--- src/rtl/tm1638_pkg.sv ---
// Shared word layout, TM1638 command bytes and sequencer states.
// Imported by the interface, the segment RAM and the frame sequencer.
package tm1638_pkg;

    localparam int WORD_W = 18;
    localparam int W_END  = 17;
    localparam int W_READ = 16;

    localparam logic [7:0] CMD_WRITE_AUTO = 8'h40;
    localparam logic [7:0] CMD_ADDR0      = 8'hC0;
    localparam logic [7:0] CMD_DCTRL      = 8'h80;
    localparam logic [7:0] CMD_READ_KEYS  = 8'h42;

    localparam int FRAME_WORDS = 24;
    localparam int KEY_BYTES   = 4;
    localparam int SEG_BYTES   = 16;

    typedef logic [WORD_W-1:0] word_t;

    typedef enum logic [2:0] {
        S_WAIT,
        S_MODE,
        S_ADDR,
        S_DATA,
        S_DCTRL,
        S_KCMD,
        S_KREAD,
        S_KCOLLECT
    } state_t;

    function automatic word_t mk_word(
        input logic       last,
        input logic       rd,
        input logic [7:0] b
    );
        word_t w;
        w         = '0;
        w[W_END]  = last;
        w[W_READ] = rd;
        w[7:0]    = b;
        return w;
    endfunction

endpackage

--- src/rtl/tm1638_if.sv ---
// Push/read link between the frame sequencer and spi_fifo.
// master: sequencer (drives data_valid/data); slave: spi_fifo side.
interface tm1638_if;
    import tm1638_pkg::*;

    logic       fifo_full;
    logic       data_valid;
    word_t      data;
    logic       rd_valid;
    logic [7:0] rd_data;

    modport master (
        input  fifo_full, rd_valid, rd_data,
        output data_valid, data
    );

    modport slave (
        output fifo_full, rd_valid, rd_data,
        input  data_valid, data
    );

endinterface

--- src/rtl/tm1638_seg_ram.sv ---
// 16x8 segment RAM: sync clear on rst, one write port, async read port.
// Ports: clk, rst, we/waddr/wdata (write), raddr/rdata (read-before-write).
module tm1638_seg_ram
    import tm1638_pkg::*;
(
    input  logic       clk,
    input  logic       rst,
    input  logic       we,
    input  logic [3:0] waddr,
    input  logic [7:0] wdata,
    input  logic [3:0] raddr,
    output logic [7:0] rdata
);

    logic [7:0] mem [SEG_BYTES];

    always_ff @(posedge clk) begin
        if (rst) begin
            for (int i = 0; i < SEG_BYTES; i++) begin
                mem[i] <= '0;
            end
        end else if (we) begin
            mem[waddr] <= wdata;
        end
    end

    // Async read: a same-edge write lands after the reader captured it.
    assign rdata = mem[raddr];

endmodule

--- src/rtl/tm1638_ctrl.sv ---
// TM1638 frame sequencer: refresh frame + key scan pushed to spi_fifo.
// Ports: i_Clk/i_Rst, control (i_Enable, i_Force, seg RAM write, i_Bright,
// i_Disp_On), fifo link (tm1638_if.master), key outputs, o_Busy.
module tm1638_ctrl
    import tm1638_pkg::*;
#(
    parameter int REFRESH_CYCLES      = 100000,
    parameter int READ_TIMEOUT_CYCLES = 4096
) (
    input  logic        i_Clk,
    input  logic        i_Rst,
    input  logic        i_Enable,
    input  logic        i_Force,
    input  logic        i_Seg_We,
    input  logic [3:0]  i_Seg_Addr,
    input  logic [7:0]  i_Seg_Data,
    input  logic [2:0]  i_Bright,
    input  logic        i_Disp_On,
    tm1638_if.master    fifo,
    output logic [31:0] o_Keys,
    output logic        o_Keys_Valid,
    output logic        o_Key_Err,
    output logic        o_Busy
);

    // Words outside DATA/KREAD: MODE, ADDR, DCTRL, KCMD.
    localparam int KEY_WORDS = FRAME_WORDS - 4 - SEG_BYTES;
    localparam int CNT_MAX   = (REFRESH_CYCLES > READ_TIMEOUT_CYCLES) ?
                               REFRESH_CYCLES : READ_TIMEOUT_CYCLES;
    localparam int CW        = $clog2(CNT_MAX + 1);

    state_t         state, state_n;
    logic [3:0]     idx, idx_n;
    word_t          word, word_n;
    logic           pend, pend_n;
    logic [CW-1:0]  cnt, cnt_n;
    logic [1:0]     nbyte, nbyte_n;
    logic [23:0]    kbuf, kbuf_n;
    logic [31:0]    keys, keys_n;
    logic           kv_n, kerr_n;
    logic [3:0]     raddr;
    logic [7:0]     ram_q;
    logic           push;
    logic           expired;

    tm1638_seg_ram u_ram (
        .clk   (i_Clk),
        .rst   (i_Rst),
        .we    (i_Seg_We),
        .waddr (i_Seg_Addr),
        .wdata (i_Seg_Data),
        .raddr (raddr),
        .rdata (ram_q)
    );

    // Next DATA word is read while the current one is being pushed.
    assign raddr   = (state == S_DATA) ? idx + 4'd1 : 4'd0;
    assign push    = fifo.data_valid;
    assign expired = (cnt == CW'(REFRESH_CYCLES - 1));

    always_ff @(posedge i_Clk) begin
        if (i_Rst) begin
            state        <= S_WAIT;
            idx          <= '0;
            word         <= '0;
            pend         <= 1'b0;
            cnt          <= CW'(REFRESH_CYCLES - 1);
            nbyte        <= '0;
            kbuf         <= '0;
            keys         <= '0;
            o_Keys_Valid <= 1'b0;
            o_Key_Err    <= 1'b0;
        end else begin
            state        <= state_n;
            idx          <= idx_n;
            word         <= word_n;
            pend         <= pend_n;
            cnt          <= cnt_n;
            nbyte        <= nbyte_n;
            kbuf         <= kbuf_n;
            keys         <= keys_n;
            o_Keys_Valid <= kv_n;
            o_Key_Err    <= kerr_n;
        end
    end

    always_comb begin
        state_n = state;
        idx_n   = idx;
        word_n  = word;
        pend_n  = pend;
        cnt_n   = cnt;
        nbyte_n = nbyte;
        kbuf_n  = kbuf;
        keys_n  = keys;
        kv_n    = 1'b0;
        kerr_n  = 1'b0;
        unique case (state)
            S_WAIT: begin
                if (i_Force || (expired && i_Enable)) begin
                    state_n = S_MODE;
                    word_n  = mk_word(1'b1, 1'b0, CMD_WRITE_AUTO);
                    pend_n  = 1'b1;
                end else if (!expired) begin
                    cnt_n = cnt + CW'(1);
                end
            end
            S_MODE: if (push) begin
                state_n = S_ADDR;
                word_n  = mk_word(1'b0, 1'b0, CMD_ADDR0);
            end
            S_ADDR: if (push) begin
                state_n = S_DATA;
                idx_n   = '0;
                word_n  = mk_word(1'b0, 1'b0, ram_q);
            end
            S_DATA: if (push) begin
                if (idx == 4'd15) begin
                    state_n = S_DCTRL;
                    word_n  = mk_word(1'b1, 1'b0,
                        CMD_DCTRL | {4'b0, i_Disp_On, i_Bright});
                end else begin
                    idx_n  = idx + 4'd1;
                    word_n = mk_word(idx == 4'd14, 1'b0, ram_q);
                end
            end
            S_DCTRL: if (push) begin
                state_n = S_KCMD;
                word_n  = mk_word(1'b0, 1'b0, CMD_READ_KEYS);
            end
            S_KCMD: if (push) begin
                state_n = S_KREAD;
                idx_n   = '0;
                word_n  = mk_word(1'b0, 1'b1, 8'h00);
            end
            S_KREAD: if (push) begin
                if (idx == 4'(KEY_WORDS - 1)) begin
                    state_n = S_KCOLLECT;
                    pend_n  = 1'b0;
                    cnt_n   = CW'(1);
                    nbyte_n = '0;
                end else begin
                    idx_n  = idx + 4'd1;
                    word_n = mk_word(idx == 4'(KEY_WORDS - 2),
                                     1'b1, 8'h00);
                end
            end
            S_KCOLLECT: begin
                cnt_n = cnt + CW'(1);
                if (fifo.rd_valid) begin
                    if (nbyte == 2'(KEY_BYTES - 1)) begin
                        keys_n  = {fifo.rd_data, kbuf};
                        kv_n    = 1'b1;
                        state_n = S_WAIT;
                        cnt_n   = '0;
                    end else begin
                        // Bytes shift in from the top: {b2,b1,b0}.
                        kbuf_n  = {fifo.rd_data, kbuf[23:8]};
                        nbyte_n = nbyte + 2'd1;
                    end
                end else if (cnt == CW'(READ_TIMEOUT_CYCLES - 1)) begin
                    kerr_n  = 1'b1;
                    state_n = S_WAIT;
                    cnt_n   = '0;
                end
            end
            default: state_n = S_WAIT;
        endcase
    end

    assign fifo.data       = word;
    assign fifo.data_valid = pend & ~fifo.fifo_full;
    assign o_Keys          = keys;
    assign o_Busy          = (state != S_WAIT);

endmodule

--- src/flat_wrapper.sv ---
// flat-port wrapper written by rule: the top's interface ports become plain ports
module tm1638_ctrl_flat import tm1638_pkg::*;
#(
    parameter int REFRESH_CYCLES      = 100000,
    parameter int READ_TIMEOUT_CYCLES = 4096
)
  (i_Clk, i_Rst, i_Enable, i_Force, i_Seg_We, i_Seg_Addr, i_Seg_Data, i_Bright, i_Disp_On, o_Keys, o_Keys_Valid, o_Key_Err, o_Busy, fifo_fifo_full, fifo_rd_valid, fifo_rd_data, fifo_data_valid, fifo_data);
  tm1638_if fifo_i ();
  input  logic i_Clk;
  input  logic i_Rst;
  input  logic i_Enable;
  input  logic i_Force;
  input  logic i_Seg_We;
  input  logic [3:0] i_Seg_Addr;
  input  logic [7:0] i_Seg_Data;
  input  logic [2:0] i_Bright;
  input  logic i_Disp_On;
  output logic [31:0] o_Keys;
  output logic o_Keys_Valid;
  output logic o_Key_Err;
  output logic o_Busy;
  input wire logic [$bits(fifo_i.fifo_full)-1:0] fifo_fifo_full;
  input wire logic [$bits(fifo_i.rd_valid)-1:0] fifo_rd_valid;
  input wire logic [$bits(fifo_i.rd_data)-1:0] fifo_rd_data;
  output wire logic [$bits(fifo_i.data_valid)-1:0] fifo_data_valid;
  output wire logic [$bits(fifo_i.data)-1:0] fifo_data;
  assign fifo_i.fifo_full = fifo_fifo_full;
  assign fifo_i.rd_valid = fifo_rd_valid;
  assign fifo_i.rd_data = fifo_rd_data;
  assign fifo_data_valid = fifo_i.data_valid;
  assign fifo_data = fifo_i.data;
  tm1638_ctrl #(.REFRESH_CYCLES(REFRESH_CYCLES), .READ_TIMEOUT_CYCLES(READ_TIMEOUT_CYCLES)) u_core (.i_Clk(i_Clk), .i_Rst(i_Rst), .i_Enable(i_Enable), .i_Force(i_Force), .i_Seg_We(i_Seg_We), .i_Seg_Addr(i_Seg_Addr), .i_Seg_Data(i_Seg_Data), .i_Bright(i_Bright), .i_Disp_On(i_Disp_On), .fifo(fifo_i), .o_Keys(o_Keys), .o_Keys_Valid(o_Keys_Valid), .o_Key_Err(o_Key_Err), .o_Busy(o_Busy));
endmodule
--- config.mk ---
export PLATFORM = sky130hd
export DESIGN_NAME = tm1638_ctrl_flat
export DESIGN_NICKNAME = d
export VERILOG_FILES = /design/src/rtl/tm1638_pkg.sv /design/src/rtl/tm1638_if.sv /design/src/rtl/tm1638_seg_ram.sv /design/src/rtl/tm1638_ctrl.sv /design/src/flat_wrapper.sv
export SDC_FILE = /design/constraint.sdc
export NUM_CORES = 1
export LEC_CHECK = 0
export BUFFER_PORTS_ARGS = -buffer_cell sky130_fd_sc_hd__buf_2
export CORE_MARGIN = 1
export CORE_UTILIZATION = 45
export DETAILED_ROUTE_END_ITERATION = 10
export PLACE_DENSITY_LB_ADDON = 0.12
export SLEW_MARGIN = 20
export SYNTH_ARGS = -nofsm -noshare
export SYNTH_HDL_FRONTEND = slang
export SYNTH_SLANG_ARGS = --single-unit
--- constraint.sdc ---
create_clock -name i_Clk -period 2.5 [get_ports i_Clk]
set_clock_uncertainty 0.05 [all_clocks]
set_input_delay 0.125 -clock i_Clk [delete_from_list [all_inputs] [get_ports i_Clk]]
set_output_delay 0.125 -clock i_Clk [all_outputs]
set_load 0.02 [all_outputs]
==> flow_summary_export.csv <==
group,metric,value,unit
run_status,outcome,"completed",
synth,ys_ff_latch,223,
synth,synthFlopType,"edfxtp_1",
floorplan,std_cell_rows,55,
clock_network,cts_buffers,26,
cells_and_area,n_fill_cell,1988,
critical_path,rrSetupSlack,120,ps
critical_path,start_kind,"register",
run,drv_cap,0,
cells_and_area,register_area,5750,sq um
timing,worst_pin_slew,1050,ps
global_routing,grt_pass1_wl,43900,microns
synth,synth_edf_count,128,
hold_path,hold_path.class,"in -> reg",
floorplan,num_io_pins,85,
place,gp_congestion,0.922,
clock_network,cts_buffer_depth,3,
global_routing,track_usage,23.9,%
global_routing,use_met1,34.5,%
detailed_routing,viasPerCell,5.46,
synth,netlist.area_leader.share,36.9,%
clock_network,post_cts_buffers,0,
detailed_routing,drt-pass1-iter-count,5,
global_routing,top_usage_layer,"met2",
synth,syn_inst,1005,
clock_network,htreeDepth,1,
clock_network,clk_latency,540,ps
timing,hold_violations,0,
cells_and_area,drive_gt1_share,22.0,%
place,placed_area,11500,sq um
cells_and_area,num_antenna_cells,0,
place,pre_cts_slack,24.5,ps
hold_path,hp-start,"i_Seg_Data[5]",
timing,layout_setup_ws,123,ps
timing,drv_slew,0,
synth,seq_area_frac_synth,55.2,%
floorplan,start_util,46.0,%
floorplan,fp.dieArea,23700,sq um
hold_path,worstHoldPathCells,2,
timing,setup_viol,0,
clock_network,cts.clk_slew.worst_paths,60,ps
cells_and_area,area_growth,21.2,%
critical_path,slowest_delay,340,ps
pwr,power_density,839,nW/um^2
critical_path,cpMaxStageDelayCell,"a211o_1",
synth,yosysWarnings,0,
floorplan,die_y,154,microns
synth,synthTopCellsByArea,"edfxtp_1, dfxtp_1, and2_1",
pwr,power_leakage,4.64,nW
place,io_buffer_count,76,
synth,avgSynthCellArea,10.4,sq um
global_routing,grt_overflow,0,
cells_and_area,stdcell_area,12600,sq um
synth,ys_top_cells_by_count,"nand2_1, and2_1, edfxtp_1, dfxtp_1, a21oi_1",
critical_path,reg2reg_depth,8,
pwr,vdd_drop_max,0.526,mV
global_routing,grt_max_degree,94,
detailed_routing,drt_wl_total,28000,microns
synth,syn-cell-area,10400,sq um
global_routing,grtUsageMet3,3.69,%
detailed_routing,wire_per_inst,19.3,microns
clock_network,cts_tree,"built",
timing,min_period,2380,ps
global_routing,antenna_found_initial,1,
global_routing,grt_pass1_vias,7653,
synth,yosysMostFrequentCell,"nand2_1",
critical_path,r2r_end,"u_core.fifo.data[5]$_SDFFE_PP0P_",
timing,fmax,421,MHz
critical_path,worstSetupPathType,"reg -> reg",
timing,relSlewSlack,30.0,%
floorplan,core,22600,sq um
floorplan,die_w,154,microns
synth,netlist-cell-type-count,66,
detailed_routing,drc,0,
global_routing,grtUsageMet2,37.6,%
timing,post-route-period-util,95.1,%
critical_path,cp-end-kind,"register",
critical_path,crit_arrival,2740,ps
cells_and_area,multi_input_area,4380,sq um
critical_path,timing.rr.start,"u_core.idx[0]$_SDFFE_PP0P_",
detailed_routing,drt_iter0_markers,678,
critical_path,path_max_fanout,40,
detailed_routing,postRouteAntennaNets,0,
critical_path,crit_chain,"buf_12 -> ha_2 -> xnor2_1 -> nor2_2 -> buf_4 -> mux4_2 -> a211o_1 -> a41o_1",
place,place_hpwl,19000,microns
clock_network,root_buffer,"clkbuf_16",
detailed_routing,vias,7923,
hold_path,whs_endpoint,"u_core.u_ram.mem[0][5]$_SDFFCE_PN0P_",
synth,async_flop_share,0,%
synth,synth_area_leader_cell,"edfxtp_1",
clock_network,clock-sinks,223,
critical_path,crit_required,2860,ps
cells_and_area,nets,1185,
[where the power goes]
group / switching (mW) / total, mW / internal, mW
Combinational: 1.43 / 2.47 / 1.04
Clock: 1.49 / 3.84 / 2.35
Sequential: 0.167 / 4.28 / 4.11
[worst max-delay path by stage]
stage                                     startpoint                               end  slack, ps  cells after the start
after floorplan           u_core.idx[0]$_SDFFE_PP0P_  u_core.fifo.data[7]$_SDFFE_PP0P_         30                     12
after global placement    u_core.cnt[1]$_SDFFE_PP1P_      u_core.state[1]$_SDFFE_PP0P_         70                      7
after detailed placement  u_core.idx[0]$_SDFFE_PP0P_  u_core.fifo.data[7]$_SDFFE_PP0P_         20                      9
after CTS                 u_core.idx[0]$_SDFFE_PP0P_  u_core.fifo.data[7]$_SDFFE_PP0P_         20                      9
after global routing      u_core.idx[0]$_SDFFE_PP0P_        u_core.cnt[4]$_SDFFE_PP1P_        -20                      9
final                     u_core.idx[0]$_SDFFE_PP0P_  u_core.fifo.data[5]$_SDFFE_PP0P_        120                      8
[registers in the layout (all words and copies together), names as in the netlist]
signal	cells
u_core.nbyte	2
u_core.pend	1
u_core.state	3
u_core.idx	4
u_core.kbuf	24
u_core.cnt	17
u_core.o_Keys_Valid	1
u_core.u_ram.mem	128
u_core.fifo.data	10
u_core.o_Keys	32
u_core.o_Key_Err	1
[through the flow]
stage                     util (%)  TNS [ps]  power, mW  instances  hold WS, ps
after floorplan                  -         0       5.79       1012          154
after global placement        51.0         0       6.71       1388          338
after detailed placement      51.0         0       6.72       1388          341
after CTS                     55.5         0       10.6       1451         53.3
after global routing          55.8     -18.8       11.0       1451         61.9
final                         55.8         0       10.6       1451         63.3
[critical path, delay by kind of cell (launching register included)]
family	cells	cell delay (ps)
fa+ha+maj	1	240
flops	1	330
simple gates	1	100
compound gates	2	560
mux	1	280
buf+inv	2	350
xor+xnor	1	320
[layout by cell type (no fill, tap or decap), types with 5 or more instances in the layout]
cell           Yosys  layout
and2_1           136     135
mux2i_1            6       6
mux2_2            18      18
a21oi_1           91      91
inv_1             16      16
clkinv_2           0       6
nand2b_1          12      12
edfxtp_1         128     128
buf_4             10      82
nor2b_1            6       5
clkbuf_1          43       6
o2bb2ai_1          7       7
o22ai_1           11      11
clkbuf_16          0      27
o21ai_0           36      36
dfxtp_1           95      94
a311oi_1           8       8
or3_1             11      11
dlygate4sd3_1      0      15
nand3_1           18      17
a31oi_1            5       5
a22oi_1            5       5
mux4_2            12      12
conb_1             1       8
nor3_1            16      16
a211oi_1          12      12
buf_2             15      75
nor2_1            57      54
nand4_1            7       7
nand2_1          137     137
[routing by layer]
layer  up-vias  wire length (microns)
met4         0                    524
li1       3885                      -
met3        43                   1560
met1      3785                  13300
met5         -                      0
met2       210                  12600
[final cells by class]
class                   instances  area share [%]
clock buffers                  35            5.75
well taps                     285            2.82
multi-input cells             704            34.7
flip-flops and latches        223            45.5
inverters                      16           0.476
clock inverters                13            1.20
repair buffers                175            9.52
[kinds of logic after synthesis]
| family | synth area share, % |
|---|---|
| and+or+nand+nor | 21.7 |
| DFF | 55.2 |
| AOI/OAI and AO/OA | 13.2 |
| buffers and inverters | 3.68 |
| muxes | 5.12 |
| adders and majority gates | 0.961 |
| xor gates and xnor gates | 0.168 |
| other | 0.0360 |
[timing repair]
action | 4_1_cts | 5_1_grt
gates resized for setup | 0 | 15
setup endpoints to repair | 0 | 21
hold endpoints to repair | 22 | 0
hold buffers | 15 | 0
Note: power is estimated with default switching activity, not from simulation.
